**src/rtl/mem_stage_ctrl_if.sv**
```systemverilog
// Memory-stage bundle: execute/memory latch fields in, data-memory bus,
// writeback register and perf counters out.
interface mem_stage_ctrl_if #(parameter int CNT_W = 16);
    logic             dREN_in;
    logic             dWEN_in;
    logic [31:0]      addr_in;
    logic [31:0]      wdat_in;
    logic             WEN_in;
    logic [4:0]       wsel_in;
    logic             halt_in;
    logic             dhit;
    logic [31:0]      dmemload;
    logic             dmemREN;
    logic             dmemWEN;
    logic [31:0]      dmemaddr;
    logic [31:0]      dmemstore;
    logic             mem_stall;
    logic             wb_WEN;
    logic [4:0]       wb_wsel;
    logic [31:0]      wb_wdat;
    logic             wb_halt;
    logic [CNT_W-1:0] access_cnt;
    logic [CNT_W-1:0] stall_cnt;

    modport master (
        output dREN_in, dWEN_in, addr_in, wdat_in, WEN_in, wsel_in, halt_in, dhit, dmemload,
        input  dmemREN, dmemWEN, dmemaddr, dmemstore, mem_stall,
               wb_WEN, wb_wsel, wb_wdat, wb_halt, access_cnt, stall_cnt
    );

    modport slave (
        input  dREN_in, dWEN_in, addr_in, wdat_in, WEN_in, wsel_in, halt_in, dhit, dmemload,
        output dmemREN, dmemWEN, dmemaddr, dmemstore, mem_stall,
               wb_WEN, wb_wsel, wb_wdat, wb_halt, access_cnt, stall_cnt
    );
endinterface

```
**src/rtl/mem_stage_ctrl.sv**
```systemverilog
// Memory-stage controller: issues the data access, stalls the upstream latch
// until dhit, loads the mem/wb register, holds halt sticky, counts activity.
module mem_stage_ctrl #(parameter int CNT_W = 16) (
    input logic          CLK,
    input logic          nRST,
    mem_stage_ctrl_if.slave bus
);
    typedef enum logic [1:0] {IDLE, WAIT, HALTED} state_t;

    state_t state;
    logic   halted;
    logic   mem_op;

    assign halted = (state == HALTED);
    assign mem_op = bus.dREN_in | bus.dWEN_in;

    // Load wins when both requests are latched.
    assign bus.dmemREN   = bus.dREN_in & ~halted;
    assign bus.dmemWEN   = bus.dWEN_in & ~bus.dREN_in & ~halted;
    assign bus.dmemaddr  = bus.addr_in;
    assign bus.dmemstore = bus.wdat_in;
    assign bus.mem_stall = mem_op & ~bus.dhit & ~halted;

    always_ff @(posedge CLK or negedge nRST) begin
        if (!nRST) begin
            state          <= IDLE;
            bus.wb_WEN     <= 1'b0;
            bus.wb_wsel    <= '0;
            bus.wb_wdat    <= '0;
            bus.wb_halt    <= 1'b0;
            bus.access_cnt <= '0;
            bus.stall_cnt  <= '0;
        end else begin
            case (state)
                IDLE: begin
                    if (mem_op & ~bus.dhit)
                        state <= WAIT;
                    else if (bus.halt_in)
                        state <= HALTED;
                end
                WAIT: begin
                    if (bus.dhit)
                        state <= bus.halt_in ? HALTED : IDLE;
                end
                HALTED: state <= HALTED;
                default: state <= IDLE;
            endcase

            // Once halted the wb register freezes so wb_halt stays asserted.
            if (!halted) begin
                if (bus.mem_stall) begin
                    bus.wb_WEN  <= 1'b0;
                    bus.wb_halt <= 1'b0;
                end else begin
                    bus.wb_WEN  <= bus.WEN_in;
                    bus.wb_wsel <= bus.wsel_in;
                    bus.wb_halt <= bus.halt_in;
                    bus.wb_wdat <= bus.dREN_in ? bus.dmemload : bus.addr_in;
                end
            end

            if (mem_op & bus.dhit & ~halted)
                bus.access_cnt <= bus.access_cnt + 1'b1;
            if (bus.mem_stall && bus.stall_cnt != {CNT_W{1'b1}})
                bus.stall_cnt <= bus.stall_cnt + 1'b1;
        end
    end
endmodule

```
**src/flat_wrapper.sv**
```systemverilog
// flat-port wrapper written by rule: the top's interface ports become plain ports
module mem_stage_ctrl_flat 
#(parameter int CNT_W = 16)
  (CLK, nRST, bus_dREN_in, bus_dWEN_in, bus_addr_in, bus_wdat_in, bus_WEN_in, bus_wsel_in, bus_halt_in, bus_dhit, bus_dmemload, bus_dmemREN, bus_dmemWEN, bus_dmemaddr, bus_dmemstore, bus_mem_stall, bus_wb_WEN, bus_wb_wsel, bus_wb_wdat, bus_wb_halt, bus_access_cnt, bus_stall_cnt);
  mem_stage_ctrl_if #(.CNT_W(CNT_W)) bus_i ();
  input logic CLK;
  input logic nRST;
  input wire logic [$bits(bus_i.dREN_in)-1:0] bus_dREN_in;
  input wire logic [$bits(bus_i.dWEN_in)-1:0] bus_dWEN_in;
  input wire logic [$bits(bus_i.addr_in)-1:0] bus_addr_in;
  input wire logic [$bits(bus_i.wdat_in)-1:0] bus_wdat_in;
  input wire logic [$bits(bus_i.WEN_in)-1:0] bus_WEN_in;
  input wire logic [$bits(bus_i.wsel_in)-1:0] bus_wsel_in;
  input wire logic [$bits(bus_i.halt_in)-1:0] bus_halt_in;
  input wire logic [$bits(bus_i.dhit)-1:0] bus_dhit;
  input wire logic [$bits(bus_i.dmemload)-1:0] bus_dmemload;
  output wire logic [$bits(bus_i.dmemREN)-1:0] bus_dmemREN;
  output wire logic [$bits(bus_i.dmemWEN)-1:0] bus_dmemWEN;
  output wire logic [$bits(bus_i.dmemaddr)-1:0] bus_dmemaddr;
  output wire logic [$bits(bus_i.dmemstore)-1:0] bus_dmemstore;
  output wire logic [$bits(bus_i.mem_stall)-1:0] bus_mem_stall;
  output wire logic [$bits(bus_i.wb_WEN)-1:0] bus_wb_WEN;
  output wire logic [$bits(bus_i.wb_wsel)-1:0] bus_wb_wsel;
  output wire logic [$bits(bus_i.wb_wdat)-1:0] bus_wb_wdat;
  output wire logic [$bits(bus_i.wb_halt)-1:0] bus_wb_halt;
  output wire logic [$bits(bus_i.access_cnt)-1:0] bus_access_cnt;
  output wire logic [$bits(bus_i.stall_cnt)-1:0] bus_stall_cnt;
  assign bus_i.dREN_in = bus_dREN_in;
  assign bus_i.dWEN_in = bus_dWEN_in;
  assign bus_i.addr_in = bus_addr_in;
  assign bus_i.wdat_in = bus_wdat_in;
  assign bus_i.WEN_in = bus_WEN_in;
  assign bus_i.wsel_in = bus_wsel_in;
  assign bus_i.halt_in = bus_halt_in;
  assign bus_i.dhit = bus_dhit;
  assign bus_i.dmemload = bus_dmemload;
  assign bus_dmemREN = bus_i.dmemREN;
  assign bus_dmemWEN = bus_i.dmemWEN;
  assign bus_dmemaddr = bus_i.dmemaddr;
  assign bus_dmemstore = bus_i.dmemstore;
  assign bus_mem_stall = bus_i.mem_stall;
  assign bus_wb_WEN = bus_i.wb_WEN;
  assign bus_wb_wsel = bus_i.wb_wsel;
  assign bus_wb_wdat = bus_i.wb_wdat;
  assign bus_wb_halt = bus_i.wb_halt;
  assign bus_access_cnt = bus_i.access_cnt;
  assign bus_stall_cnt = bus_i.stall_cnt;
  mem_stage_ctrl #(.CNT_W(CNT_W)) u_core (.CLK(CLK), .nRST(nRST), .bus(bus_i));
endmodule
```
**config.mk**
```make
export PLATFORM = sky130hd
export DESIGN_NAME = mem_stage_ctrl_flat
export DESIGN_NICKNAME = d
export VERILOG_FILES = /design/src/rtl/mem_stage_ctrl_if.sv /design/src/rtl/mem_stage_ctrl.sv /design/src/flat_wrapper.sv
export SDC_FILE = /design/constraint.sdc
export NUM_CORES = 1
export LEC_CHECK = 0
export CORE_MARGIN = 2
export CORE_UTILIZATION = 34
export DETAILED_ROUTE_END_ITERATION = 8
export PLACE_DENSITY = 0.78
export SYNTH_ARGS = -nofsm -noshare
export SYNTH_HDL_FRONTEND = slang
export SYNTH_SLANG_ARGS = --single-unit
```
**constraint.sdc**
```tcl
create_clock -name CLK -period 1.8 [get_ports CLK]
set_input_delay 0.36 -clock CLK [delete_from_list [all_inputs] [get_ports CLK]]
set_output_delay 0.36 -clock CLK [all_outputs]
set_load 0.05 [all_outputs]
```
# Yosys cells after proc, flatten, opt, wreduce, memory -nomap -nowiden
# Cells that the tools add are included.
[totals] register_bits=73 latchBits=0 mem_bits_rw=0 mem_bits_ro=0 in_bits=108 out_inout_bits=138 elab_cells=38 mem_count=0
[classes] n_addsub=2 multipliers=0 n_div=0 order_cmp=0 n_eq_ne=5 shifts=0 n_mux=8 bitwise=12 reduce_logical=4
[ops] cell="16-bit by 1-bit adder with 16-bit output (second input constant)" count=2
[ops] cell="32-bit two-way mux" count=1
[ops] cell="16-bit inequality test (second input constant)" count=1
[ops] cell="2-bit two-way mux" count=4
[ops] cell="1-bit bitwise AND" count=7
[ops] cell="2-bit case mux with 3 select lines" count=1
[ops] cell="1-bit inverter" count=4
[ops] cell="2-bit AND reduction" count=2
[ops] cell="3-bit by 2-bit inequality test with 1-bit output (second input constant)" count=1
[ops] cell="2-bit by 1-bit equality test with 1-bit output (second input constant)" count=1
[ops] cell="2-bit equality test (second input constant)" count=1
[ops] cell="2-bit logical NOT" count=1
[ops] cell="1-bit two-way mux" count=2
[ops] cell="2-bit inequality test (second input constant)" count=1
[ops] cell="1-bit logical AND" count=1
[ops] cell="1-bit bitwise OR" count=1

# Depth between registers and ports, before layout
[logic_depth] word_depth=5 mapped_depth=7 depth_no_buf=5

# Least setup slack after synthesis
# Ideal clock, no wire load.
[synth_path] path_kind="input port to output port" start="in bus_dREN_in" end="out bus_dmemWEN" arrival_time_ps=1993 path_slack_ps=-553 path_stages=3 n_path_buf=2 cell_sequence="buf_4 buf_1 nor3b_1"
[synth_between] elab_chain_cells=3
[synth_rtl] item="start: declaration" line="flat_wrapper.sv:8" text="input wire logic [$bits(bus_i.dREN_in)-1:0] bus_dREN_in;"
[synth_rtl] item="1-bit inverter" line="mem_stage_ctrl.sv:19" text="assign bus.dmemWEN = bus.dWEN_in & ~bus.dREN_in & ~halted;"
[synth_rtl] item="1-bit bitwise AND (2 in a row)" line="mem_stage_ctrl.sv:19"
[synth_rtl] item="end: declaration" line="flat_wrapper.sv:18" text="output wire logic [$bits(bus_i.dmemWEN)-1:0] bus_dmemWEN;"
# Every way passes these cells.

# Final worst setup path
[layout_path] start="in bus_dhit" end="out bus_mem_stall"
[layout_between] elab_chain_cells=3
[layout_rtl] item="start: declaration" line="flat_wrapper.sv:15" text="input wire logic [$bits(bus_i.dhit)-1:0] bus_dhit;"
[layout_rtl] item="1-bit inverter" line="mem_stage_ctrl.sv:22" text="assign bus.mem_stall = mem_op & ~bus.dhit & ~halted;"
[layout_rtl] item="1-bit bitwise AND (2 in a row)" line="mem_stage_ctrl.sv:22"
[layout_rtl] item="end: declaration" line="flat_wrapper.sv:21" text="output wire logic [$bits(bus_i.mem_stall)-1:0] bus_mem_stall;"
# Every way passes these cells.

==> results.cfg <==
[clock_network]
clk_pin_slew_worst_paths_ns = 0.06
numCtsBuffers = 9
h-tree-depth = 3
clock_sinks = 73
clk_latency_ns = 0.33
cts.path.max_buffers = 2
root_buffer = clkbuf_16
cts_tree = yes

[placement]
hpwl_um = 7800
dpl_cell_area_mm2 = 0.00571
placed_cells = 642
place_ws_ns = -0.292
gp_congestion = 0.830
io_buffers = 181

[logic_synthesis]
ys_types = 37
synth-seq-cells = 73
synthCells = 377
syn_area_mm2 = 0.00390
synth_area_per_cell_um2 = 10.4
yosysSeqAreaShare = 0.468
yosysWarningCount = 0
syn_nets = 487

[routing]
drc_errors = 0
drt_first_iter_violations = 111
drtPass1Iterations = 5
routed_wl_um = 9740
postRouteAntennaNets = 0
vias_per_cell = 4.72
vias = 3117
routedWlPerCell_um = 14.7

[power]
p_int_mw = 4.90
vdd.ir_drop.worst_mv = 1.12
leakage_nw = 2.81
p_per_area_mw_per_mm2 = 1520
p_sw_frac = 0.467
comb_power_share = 0.517
p_sw_mw = 4.30
seqPwrFrac = 0.288
pwr-share-clk = 0.194

[critical_path]
rrSetupSlack_ns = 0.14
crit_type = input pin to primary output
path_max_fanout = 4
cp.arrival_ns = 1.40
end_kind = primary output
r2r_start = u_core.bus.stall_cnt[3]
crit_required_ns = 1.44
cp-start-kind = input pin
cp-startpoint = bus_dhit

[cells_and_area]
postLayoutCellArea_mm2 = 0.00604
final_nets = 622
fin_cells = 661
mostFrequentLayoutCells = 91 x buf_4, 71 x clkdlybuf4s50_1, 60 x nand2_1, 57 x dfrtp_1, 37 x buf_12
finish.utilization = 0.534
final_common_cell = buf_4
area_growth_pct = 54.8
drive_gt1_frac = 0.348
fillers = 991

[sta]
setup_slack_ns = 0.0375
rsz0062_at_grt = true
setup_viol = 0
fmaxAchievable_mhz = 567
slew_headroom = 0.608
hold_viol = 0
finalMaxSlewViolations = 0
period_minus_slack_ns = 1.76
tightest_slew_ns = 0.586
post-route-period-util = 0.979
finClkSkew_ns = 0.00514

[die]
initial_core_util = 0.345
die_y_um = 111
rows = 39
io_pins = 246
die_w_um = 111
dieArea_mm2 = 0.0124
core_area_mm2 = 0.0113

[global_routing]
grt_pass1_vias = 3198
grt_overflow = 0
grt.total_usage = 0.160
grt_pass1_wl_um = 16000
grt_max_degree = 51
antenna_found_initial = 1

[worst_hold_path]
min_path_type = input pin to async pin

[job]
cap_violations = 0

[run_status]
status = completed
per-stage QoR:
step / hold WS [ns] / setup TNS, ns / power (mW)
finish: 0.478 / 0 / 9.20
floorplan: 0.0644 / -0.0384 / 5.93
CTS: 0.475 / 0 / 9.31
global route: 0.501 / -0.0125 / 9.66
global placement: 0.291 / -5.24 / 7.38
detailed placement: 0.295 / -6.45 / 7.48
cell families after synthesis:
logic type / after synthesis / share of synthesized area
AND/OR/NAND/NOR: 117 / 0.170
buffers and inverters: 81 / 0.145
flip-flops: 73 / 0.468
AO/OA/AOI/OAI: 42 / 0.0590
multiplexers: 37 / 0.0964
XOR/XNOR: 25 / 0.0561
adder cells (fa/ha/maj): 2 / 0.00641
critical path, stage by stage:
cell	delay, ns
dlygate4sd2_1	0.26
o21bai_4	0.19
buf_4	0.15
nand2b_2	0.21
inv_2	0.10
buf_12	0.13
layout make-up:
| type | instances | area (µm²) | area share |
|---|---|---|---|
| tap | 143 | 179 | 0.0296 |
| sequential | 73 | 1850 | 0.306 |
| clock buffer | 12 | 246 | 0.0408 |
| timing repair buffer | 203 | 2170 | 0.359 |
| antenna | 1 | 2.50 | 0.000414 |
| clock inverter | 4 | 52.6 | 0.00869 |
| inverter | 2 | 7.51 | 0.00124 |
| multi-input combinational | 223 | 1540 | 0.255 |
power groups by stage:
stage                     registers (mW)  clock network [mW]  logic (mW)
after floorplan                     4.58                   0        1.34
after global placement              2.64                   0        4.74
after global routing                2.74                1.91        5.01
final                               2.65                1.79        4.76
after CTS                           2.66                1.84        4.81
after detailed placement            2.67                   0        4.80
layer usage:
layer  vias to the layer above  routed length, µm  global-route usage
met2                       149               5120               0.283
met5                         -                  0                   0
met3                        10                909              0.0536
met1                      1461               3560               0.178
met4                         0                148              0.0584
li1                       1497                  -                   -
what timing repair did:
item                                    in CTS  in global routing
hold buffers                                 1                  0
pin swaps                                    0                  1
gates resized for setup                      5                  1
setup buffers                                0                  1
endpoints found under the setup margin       1                  3
hold endpoints to repair                    24                  0
path summary, 6_finish.rpt:
check | to | cells after the start
setup / recovery | bus_mem_stall | 6
hold / removal | u_core.bus.wb_WEN | 2
setup reg to reg | u_core.bus.stall_cnt[14] | 5
hold reg to reg | u_core.bus.access_cnt[15] | 1
max in group asynchronous | u_core.bus.stall_cnt[2] | 3
min in group CLK | u_core.bus.access_cnt[15] | 1
state kept, by name (all words and copies together) (netlist names):
| signal | cells |
|---|---|
| u_core.bus.wb_WEN | 1 |
| u_core.state | 2 |
| u_core.bus.wb_wsel | 5 |
| u_core.bus.access_cnt | 16 |
| u_core.bus.wb_halt | 1 |
| u_core.bus.wb_wdat | 32 |
| u_core.bus.stall_cnt | 16 |
cells in the mapped netlist:
library cell | instances | area share
nand4_1 | 10 | 0.016
nor3_1 | 6 | 0.0077
a22o_1 | 2 | 0.0045
buf_2 | 1 | 0.0013
xnor2_1 | 13 | 0.029
clkbuf_1 | 8 | 0.0077
nor2b_4 | 1 | 0.0035
nor2_1 | 5 | 0.0048
inv_1 | 2 | 0.0019
or3_4 | 1 | 0.0029
xor2_1 | 12 | 0.027
mux2_1 | 1 | 0.0029
mux2i_1 | 32 | 0.082
and3_1 | 4 | 0.0064
nand3_1 | 9 | 0.012
buf_6 | 2 | 0.0058
buf_1 | 3 | 0.0029
and4bb_2 | 1 | 0.0032
o21ai_0 | 33 | 0.042
o22ai_1 | 1 | 0.0016
nor4b_4 | 1 | 0.0061
mux2_2 | 4 | 0.012
o21bai_2 | 1 | 0.0029
and2_1 | 2 | 0.0032
nor3b_1 | 3 | 0.0058
o21a_1 | 1 | 0.0019
o211ai_1 | 1 | 0.0019
nand2_1 | 61 | 0.059
nor4b_1 | 1 | 0.0022
ha_1 | 2 | 0.0064
a21oi_1 | 3 | 0.0038
nor4_2 | 4 | 0.013
and4_1 | 1 | 0.0022
dfrtp_1 | 73 | 0.47
nor4_4 | 3 | 0.016
buf_4 | 65 | 0.12
nand2b_1 | 4 | 0.0064
Power figures use the tool's default switching activity.
